<file path="config.mk">
export PLATFORM = sky130hd
export DESIGN_NAME = clock_divider_multi
export DESIGN_NICKNAME = d
export VERILOG_FILES = /design/src/rtl/clock_divider_multi_pkg.sv /design/src/rtl/clock_divider_multi_div_channel.sv /design/src/rtl/clock_divider_multi.sv
export SDC_FILE = /design/constraint.sdc
export NUM_CORES = 1
export LEC_CHECK = 0
export BUFFER_PORTS_ARGS = -buffer_cell sky130_fd_sc_hd__buf_2
export CORE_MARGIN = 2
export CORE_UTILIZATION = 30
export DETAILED_ROUTE_END_ITERATION = 8
export GPL_TIMING_DRIVEN = 0
export SETUP_SLACK_MARGIN = 0.3
export SYNTH_ARGS = -nofsm -noshare
export SYNTH_HDL_FRONTEND = slang
export SYNTH_HIERARCHICAL = 1
export SYNTH_SLANG_ARGS = --single-unit
</file>
<file path="constraint.sdc">
create_clock -name clk -period 5.8 [get_ports clk]
set_input_delay 0.87 -clock clk [delete_from_list [all_inputs] [get_ports clk]]
set_output_delay 0.87 -clock clk [all_outputs]
set_load 0.02 [all_outputs]
</file>
<file path="src/rtl/clock_divider_multi_pkg.sv">
// Shared constants and types for the multi-channel clock divider.
package clock_divider_multi_pkg;

    // Board clock feeding the dividers (100 MHz).
    localparam int BOARD_CLK_HZ     = 100_000_000;

    // Defaults: reproduce the legacy fixed divide-by-3 Hack clock.
    localparam int CNT_W_DEF        = 8;
    localparam int DEFAULT_DIV_DEF  = 3;
    localparam int DEFAULT_HIGH_DEF = 1;

    // What a channel does with its counter in a given cycle.
    typedef enum logic [1:0] {
        ACT_HOLD,   // en low: freeze cnt/out, suppress tick
        ACT_COUNT,  // normal advance / wrap
        ACT_APPLY,  // period end with a pending setting: swap in shadow regs
        ACT_SYNC    // global restart, pending settings take effect at once
    } ch_action_e;

endpackage

</file>
<file path="src/rtl/clock_divider_multi_div_channel.sv">
// One divider channel: counter, active/shadow settings, registered out/tick.
module clock_divider_multi_div_channel
    import clock_divider_multi_pkg::*;
#(
    parameter int CNT_W        = CNT_W_DEF,
    parameter int DEFAULT_DIV  = DEFAULT_DIV_DEF,
    parameter int DEFAULT_HIGH = DEFAULT_HIGH_DEF
) (
    input  logic             clk,
    input  logic             reset,
    input  logic             en,
    input  logic             sync,
    input  logic [CNT_W-1:0] div_in,
    input  logic [CNT_W-1:0] high_in,
    input  logic             load,
    output logic             pending,
    output logic             err,
    output logic             out,
    output logic             tick
);

    localparam logic [CNT_W-1:0] ONE      = CNT_W'(1);
    localparam logic [CNT_W-1:0] DIV_RST  = CNT_W'(DEFAULT_DIV);
    localparam logic [CNT_W-1:0] HIGH_RST = CNT_W'(DEFAULT_HIGH);

    logic [CNT_W-1:0] cnt, div_act, high_act, div_sh, high_sh;
    logic [CNT_W-1:0] cnt_nxt, div_nxt, high_nxt;
    logic             out_nxt, tick_nxt, pending_nxt, load_ok, wrap;
    ch_action_e       action;

    // Count value at which out goes high. High time is clamped to the divisor
    // first, so the subtraction can never wrap.
    function automatic logic [CNT_W-1:0] on_threshold(input logic [CNT_W-1:0] d,
                                                      input logic [CNT_W-1:0] h);
        return (h >= d) ? '0 : d - h;
    endfunction

    // Decide this cycle's action and compute every next-state value.
    always_comb begin
        // NOTE: every output of this block gets a default first so no path leaves it unassigned (no latches).
        div_nxt  = div_act;
        high_nxt = high_act;
        cnt_nxt  = cnt;
        wrap     = (cnt == div_act - ONE);
        load_ok  = load && (div_in != '0);

        if (sync)                 action = ACT_SYNC;
        else if (!en)             action = ACT_HOLD;
        else if (wrap && pending) action = ACT_APPLY;
        else                      action = ACT_COUNT;

        case (action)
            ACT_SYNC: begin
                cnt_nxt = '0;
                if (pending) begin
                    div_nxt  = div_sh;
                    high_nxt = high_sh;
                end
            end
            ACT_APPLY: begin
                cnt_nxt  = '0;
                div_nxt  = div_sh;
                high_nxt = high_sh;
            end
            ACT_COUNT: cnt_nxt = wrap ? '0 : cnt + ONE;
            default:   cnt_nxt = cnt;
        endcase

        out_nxt  = (action == ACT_HOLD) ? out
                                        : (cnt_nxt >= on_threshold(div_nxt, high_nxt));
        tick_nxt = ((action == ACT_COUNT) || (action == ACT_APPLY))
                   && (cnt_nxt == div_nxt - ONE);

        // A load coinciding with an apply becomes the next pending setting.
        if (load_ok)                                         pending_nxt = 1'b1;
        else if ((action == ACT_SYNC) || (action == ACT_APPLY)) pending_nxt = 1'b0;
        else                                                 pending_nxt = pending;
    end

    // Channel state registers; shadow settings revert to defaults on reset.
    always_ff @(posedge clk or posedge reset) begin
        if (reset) begin
            cnt      <= '0;
            div_act  <= DIV_RST;
            high_act <= HIGH_RST;
            div_sh   <= DIV_RST;
            high_sh  <= HIGH_RST;
            pending  <= 1'b0;
            err      <= 1'b0;
            out      <= 1'b0;
            tick     <= 1'b0;
        end else begin
            // NOTE: non-blocking assignments so every register samples pre-edge values.
            cnt      <= cnt_nxt;
            div_act  <= div_nxt;
            high_act <= high_nxt;
            pending  <= pending_nxt;
            err      <= load && (div_in == '0);
            out      <= out_nxt;
            tick     <= tick_nxt;
            if (load_ok) begin
                div_sh  <= div_in;
                high_sh <= high_in;
            end
        end
    end

endmodule

</file>
<file path="src/rtl/clock_divider_multi.sv">
// NUM_CH independent programmable clock dividers sharing clk/reset/en/sync.
module clock_divider_multi
    import clock_divider_multi_pkg::*;
#(
    parameter int NUM_CH       = 2,
    parameter int CNT_W        = CNT_W_DEF,
    parameter int DEFAULT_DIV  = DEFAULT_DIV_DEF,
    parameter int DEFAULT_HIGH = DEFAULT_HIGH_DEF
) (
    input  logic                    clk,
    input  logic                    reset,
    input  logic                    en,
    input  logic                    sync,
    input  logic [NUM_CH*CNT_W-1:0] div_in,
    input  logic [NUM_CH*CNT_W-1:0] high_in,
    input  logic [NUM_CH-1:0]       load,
    output logic [NUM_CH-1:0]       pending,
    output logic [NUM_CH-1:0]       err,
    output logic [NUM_CH-1:0]       out,
    output logic [NUM_CH-1:0]       tick
);

    for (genvar i = 0; i < NUM_CH; i++) begin : g_ch
        clock_divider_multi_div_channel #(
            .CNT_W       (CNT_W),
            .DEFAULT_DIV (DEFAULT_DIV),
            .DEFAULT_HIGH(DEFAULT_HIGH)
        ) u_ch (
            .clk    (clk),
            .reset  (reset),
            .en     (en),
            .sync   (sync),
            .div_in (div_in[i*CNT_W +: CNT_W]),
            .high_in(high_in[i*CNT_W +: CNT_W]),
            .load   (load[i]),
            .pending(pending[i]),
            .err    (err[i]),
            .out    (out[i]),
            .tick   (tick[i])
        );
    end

endmodule

</file>
## Word-level counts from Yosys, hierarchy flattened

Cells that the tools add are included.

- Register bits after elaboration: 88
- Output and inout port bits: 8
- Input bits: 38
- Word-level logic and storage cells: 86

- Magnitude comparators: 4
- Eq/ne operators: 10
- $add $sub $neg: 8
- Reductions and logical operators: 22
- Muxes and demuxes: 24

Operator list:

| operator | count |
|---|---|
| case mux 8 bit (2 select lines) | 6 |
| two-way mux 8 bit | 8 |
| == test 8 bit | 4 |
| greater-or-equal comparator 8 bit | 4 |
| subtractor 8 x 1 -> 8 bit (second input constant) | 4 |
| adder 8 x 1 -> 8 bit (second input constant) | 2 |
| zero test 8 bit | 2 |
| nonzero test 8 bit | 2 |
| subtractor 8 bit | 2 |
| two-way mux 2 bit | 6 |
| == test 2 bit (second input constant) | 4 |
| logical AND 1 bit | 8 |
| == test 2 x 1 -> 1 bit (second input constant) | 2 |
| zero test 2 bit | 2 |
| logical OR 1 bit | 4 |
| two-way mux 1 bit | 4 |
| nonzero test 2 bit | 2 |
| OR reduction 2 bit | 2 |

## Longest topological paths before layout

- Word-level depth: 11
- Depth in mapped cells: 33
- Mapped depth without buffers: 30

## Cells and area by module

The synthesis kept the hierarchy.

Modules (own cells, without submodules):

| module | instances | area each (µm²) | seq. area each (µm²) | cells each |
|---|---|---|---|---|
| clock_divider_multi_div_channel (g_ch[0].u_ch) | 1 | 3301.9 | 1108.6 | 351 |
| clock_divider_multi_div_channel (g_ch[1].u_ch) | 1 | 3219.3 | 1108.6 | 364 |

## Worst setup path after synthesis

OpenSTA, ideal clock, no wires.

- Path type: register to register
- From: reg g_ch[1].u_ch.div_act[0]
- To: reg g_ch[1].u_ch.out
- Buffers on the path: 2
- Cell stages (with the launch flop): 33
- Slack: 0.132 ns
- Setup time: 0.126 ns
- Data arrival time: 5.542 ns
- Data required time: 5.674 ns
- Period minus slack after synthesis: 5.668 ns
- Cells stage by stage: dfstp_2 inv_1 ha_1 xor2_1 nand2_1 nor4_1 o211a_1 buf_6 a21oi_2 nor2_2 clkbuf_1 nand2_1 nand2_1 ha_1 inv_1 fa_1 a21oi_1 a21oi_1 nand2_1 a21oi_1 a311oi_1 a211oi_2 nor2b_1 ha_1 nand2b_1 a21o_1 a21o_1 a21o_1 a21o_1 a21oi_1 nor2b_1 o21ai_0 a21oi_1

- Word-level cells in the longest chain between the ends: 11
- Elaborated cells between the ends (all ways): 20
- Those cells by class: 2 x add/sub; 2 x order compare; 4 x eq/ne; 9 x mux; 3 x reduce/logical

Ends and longest elaborated chain:

| item | RTL line | text |
|---|---|---|
| from (decl) | clock_divider_multi_div_channel.sv:26 | `logic [CNT_W-1:0] cnt, div_act, high_act, div_sh, high_sh;` |
| from (signal assigned) | clock_divider_multi_div_channel.sv:95 | `div_act <= div_nxt;` |
| subtractor 8 x 1 -> 8 bit (*) | clock_divider_multi_div_channel.sv:44 | `wrap = (cnt == div_act - ONE);` |
| == test 8 bit (*) | clock_divider_multi_div_channel.sv:44 |  |
| logical AND 1 bit (*) | clock_divider_multi_div_channel.sv:49 | `else if (wrap && pending) action = ACT_APPLY;` |
| two-way mux 2 bit (*) | clock_divider_multi_div_channel.sv:49 |  |
| two-way mux 2 bit (*) | clock_divider_multi_div_channel.sv:48 | `else if (!en) action = ACT_HOLD;` |
| two-way mux 2 bit (*) | clock_divider_multi_div_channel.sv:47 | `if (sync) action = ACT_SYNC;` |
| == test 2 bit | clock_divider_multi_div_channel.sv:52 | `case (action)` |
| case mux 8 bit (2 select lines) (*) | clock_divider_multi_div_channel.sv:52 |  |
| via g_ch[1].u_ch.high_nxt[0] | clock_divider_multi_div_channel.sv:27 | `logic [CNT_W-1:0] cnt_nxt, div_nxt, high_nxt;` |
| subtractor 8 bit or greater-or-equal comparator 8 bit (tied branches) | clock_divider_multi_div_channel.sv:35 | `return (h >= d) ? '0 : d - h;` |
| two-way mux 8 bit (*) | clock_divider_multi_div_channel.sv:35 |  |
| greater-or-equal comparator 8 bit (*) | clock_divider_multi_div_channel.sv:70 | `: (cnt_nxt >= on_threshold(div_nxt, high_nxt));` |
| to (signal assigned) | clock_divider_multi_div_channel.sv:99 | `out <= out_nxt;` |
| to (decl) | clock_divider_multi_div_channel.sv:18 | `output logic out,` |

The timed path passes the listed nets; every way through them passes the cells marked *.
A chain may end at the register's enable or synchronous reset.

## Worst setup path in the final report

- From: reg g_ch[0].u_ch.div_act[0]
- To: reg g_ch[0].u_ch.out

- Word-level cells in the longest chain between the ends: 11
- Elaborated cells between the ends (all ways): 20
- Those cells by class: 2 x add/sub; 2 x order compare; 4 x eq/ne; 9 x mux; 3 x reduce/logical

Ends and longest elaborated chain:

| item | RTL line |
|---|---|
| from (decl) | clock_divider_multi_div_channel.sv:26 |
| from (signal assigned) | clock_divider_multi_div_channel.sv:95 |
| subtractor 8 x 1 -> 8 bit (*) | clock_divider_multi_div_channel.sv:44 |
| == test 8 bit (*) | clock_divider_multi_div_channel.sv:44 |
| logical AND 1 bit (*) | clock_divider_multi_div_channel.sv:49 |
| two-way mux 2 bit (*) | clock_divider_multi_div_channel.sv:49 |
| two-way mux 2 bit (*) | clock_divider_multi_div_channel.sv:48 |
| two-way mux 2 bit (*) | clock_divider_multi_div_channel.sv:47 |
| == test 2 bit | clock_divider_multi_div_channel.sv:52 |
| case mux 8 bit (2 select lines) (*) | clock_divider_multi_div_channel.sv:52 |
| via g_ch[0].u_ch.high_nxt[0] | clock_divider_multi_div_channel.sv:27 |
| subtractor 8 bit or greater-or-equal comparator 8 bit (tied branches) | clock_divider_multi_div_channel.sv:35 |
| two-way mux 8 bit (*) | clock_divider_multi_div_channel.sv:35 |
| greater-or-equal comparator 8 bit (*) | clock_divider_multi_div_channel.sv:70 |
| to (signal assigned) | clock_divider_multi_div_channel.sv:99 |
| to (decl) | clock_divider_multi_div_channel.sv:18 |

Marks and branches as above.

==> out/metrics.yaml <==
grt_usage: 0.1545
worst_setup_path_start_kind: "flop"
num_vias: 5648
wl_per_cell_um: 15.76
grt_pass1_wl_mm: 27.78
power_mw: 2.576
synth_xor_area_frac: 0.07041
setup_ws_ps: 450.9
portBuffers: 43
r2r_cells: 29
n_antenna_cell: 0
synthSimpleGateAreaFrac: 0.2128
dp_worst_setup_slack_ps: -459.0
drt_iter0_drc: 337
vias_per_cell: 5.111
ant_nets: 0
area_delta_synth_final_pct: 25.81
yosysWarnings: 6
cts_made_buffers: 9
yosysSeqAreaShare: 0.3400
reg2reg_setup_slack_ps: 450
r2r-end: "g_ch[0].u_ch/out$_DFFE_PP0P_"
synth_adder_area_share: 0.08135
tns_ps: 0
die_w_um: 151.4
setup_violations: 0
grt_setup_unrepaired: "yes"
endpoint_kind: "flop"
power_density_mw_per_mm2: 314.0
die_y_um: 151.4
min_period_over_period: 0.9223
htreeDepth: 3
path_clk_slew_ps: 80
clock_skew_ps: 13.21
synth_edf_count: 0
overflow: 0
cap_violations: 0
worstSetupEndpoint: "g_ch[0].u_ch/out$_DFFE_PP0P_"
coreArea_mm2: 0.02115
tightest_slew_ps: 753.8
hpwl_mm: 12.60
drc: 0
cts.sinks: 88
drive_above_1_share: 0.3145
grt_max_degree: 26
synthesis.area_mm2: 0.006521
finish.instance_area_mm2: 0.008204
synthesis.nets: 791
drv_slew: 0
maxSlewHeadroom: 0.4944
max_freq_mhz: 186.9
status: "complete, no violations"
grt_pass1_vias: 5249
firstDrtPassIters: 5
r2r-start: "g_ch[0].u_ch/div_act[0]$_DFF_PP1_"
ios: 46
cts-hold-fix-buffers: 0
worst_hold_slack_ps: 475.0
cts_root_buf: "clkbuf_16"
antenna_found_initial: 0
routed_wl_mm: 17.42
vdd_ir_drop_max_mv: 0.1527
crit_top_cell: "ha_4"
critPathLaunch: "g_ch[0].u_ch/div_act[0]$_DFF_PP1_"
cp_slowest_cell: "dfstp_2"
cts_tree: "done"
muxShareOfSynthArea: 0.06427
hold_class: "reg -> reg"
clock_path_buffers: 2
critical_path_class: "reg -> reg"
synth_top_family_by_area: "simple AND/OR/NAND/NOR gates"
ys_ff_latch: 88
nets: 901
rows: 53
synth_ff_type: "dfrtp_1"
finalHoldViolations: 0
period_minus_slack_ps: 5349
clock_latency_ps: 360
yosysUniqueCellTypes: 97
crit_path_max_incr_delay_ps: 580
cellLeakagePower_nw: 3.685
placed_area_mm2: 0.007151
fp.dieArea_mm2: 0.02293
cp.arrival_ps: 5580
cp.required_ps: 6030
synthArstFlopShare: 1.000
gp_congestion: 0.8712
crit_fanout: 7
synth_compound_area_frac: 0.1686
avgSynthCellArea_um2: 9.121
syn_inst: 715
start_util: 0.3083
## how the worst min path moves through the flow
stage	start	end	cells past startpoint
6_report	g_ch[1].u_ch/high_act[6]$_DFF_PP0_	g_ch[1].u_ch/high_act[6]$_DFF_PP0_	2
3_3_place_gp	g_ch[1].u_ch/high_act[3]$_DFF_PP0_	g_ch[1].u_ch/high_act[3]$_DFF_PP0_	2
5_1_grt	g_ch[1].u_ch/div_sh[1]$_DFFE_PP1P_	g_ch[1].u_ch/div_sh[1]$_DFFE_PP1P_	2
3_5_place_dp	g_ch[1].u_ch/high_act[6]$_DFF_PP0_	g_ch[1].u_ch/high_act[6]$_DFF_PP0_	2
2_1_floorplan	g_ch[1].u_ch/high_act[3]$_DFF_PP0_	g_ch[1].u_ch/high_act[3]$_DFF_PP0_	2
4_1_cts	g_ch[1].u_ch/div_sh[1]$_DFFE_PP1P_	g_ch[1].u_ch/div_sh[1]$_DFFE_PP1P_	2
## state kept, by name, indices dropped and copies added (netlist names)
name,flops
g_ch.u_ch/high_sh,16
g_ch.u_ch/out,2
g_ch.u_ch/high_act,16
g_ch.u_ch/pending,2
g_ch.u_ch/cnt,16
g_ch.u_ch/div_sh,16
g_ch.u_ch/div_act,16
g_ch.u_ch/tick,2
g_ch.u_ch/err,2
## routing by layer
layer,track usage,share of wire,vias up
li1,-,-,2764
met1,0.2176,0.47,2725
met2,0.2439,0.47,135
met3,0.02620,0.044,24
met4,0.04299,0.017,0
met5,0,0,-
## through the flow
| stage | utilization | cells |
|---|---|---|
| 2_1_floorplan | - | 715 |
| 3_3_place_gp | 0.3358 | 1033 |
| 3_5_place_dp | 0.3380 | 1035 |
| 4_1_cts | 0.3659 | 1069 |
| 5_1_grt | 0.3878 | 1105 |
| 6_report | 0.3878 | 1105 |
## layout by cell type, fill, tap and decap left out, types with 6 or more instances in the layout
| cell type | instances |
|---|---|
| nand2b_1 | 9 |
| nor3b_1 | 7 |
| dfrtp_1 | 75 |
| inv_1 | 46 |
| a21oi_2 | 7 |
| clkbuf_1 | 12 |
| nor4_1 | 6 |
| xnor2_1 | 24 |
| buf_6 | 7 |
| nand3_1 | 23 |
| buf_4 | 57 |
| xor2_1 | 21 |
| a21oi_1 | 30 |
| o21ai_1 | 7 |
| mux2i_1 | 9 |
| nor2_1 | 28 |
| nand2_1 | 107 |
| ha_1 | 29 |
| buf_2 | 47 |
| mux2_2 | 27 |
| nand4_1 | 9 |
| inv_2 | 8 |
| dfstp_2 | 12 |
| o21ai_0 | 23 |
| a211oi_1 | 6 |
| nor3_1 | 10 |
| a21o_1 | 8 |
| ha_4 | 7 |
| o2111ai_1 | 6 |
| clkbuf_16 | 9 |
## cell usage after synthesis (all sizes together) (17+ instances only)
cell | number | share of area
nand3 | 25 | 0.020
ha | 36 | 0.069
a21oi | 39 | 0.032
nor2 | 32 | 0.022
dfrtp | 76 | 0.29
xnor2 | 25 | 0.035
o21ai | 32 | 0.025
nand2 | 113 | 0.068
inv | 56 | 0.032
buf | 17 | 0.021
xor2 | 24 | 0.036
mux2 | 28 | 0.048
## power breakdown
group          switching (mW)  total [mW]  internal, mW
clock network           0.279       0.619         0.340
registers              0.0624       0.759         0.697
logic                   0.633        1.20         0.565
## cells by family after synthesis
group | count (synthesis)
AOI/OAI and AO/OA | 148
xor gates and xnor gates | 49
adders and majority gates | 42
buffers and inverters | 89
DFF | 88
muxes | 38
and+or+nand+nor | 261
## worst max-delay path, delay by kind of cell, from the launching register on
kind                     cells  cell delay (ps)
flip-flops                   1              580
AND/OR/NAND/NOR             10             1640
AO/OA/AOI/OAI                9             1150
XOR/XNOR                     1              190
adder cells (fa/ha/maj)      5             1210
buffers and inverters        3              240
multiplexers                 1              180
## timing repair
item,in CTS,in global routing
hold endpoints to repair,0,0
pin swaps,10,39
setup endpoints to repair,2,2
buffers inserted,18,36
gates resized for setup,31,50
## final cells by class
class,instances,area (µm²)
clock inverters,7,77.57
well taps,275,344.1
clock buffers,9,225.2
inverters,56,215.2
multi-input cells,538,4195
repair buffers,99,693.2
plain buffers,33,235.2
flip-flops and latches,88,2218
fillers,2079,12950
Note: power is estimated with default switching activity, not from simulation.
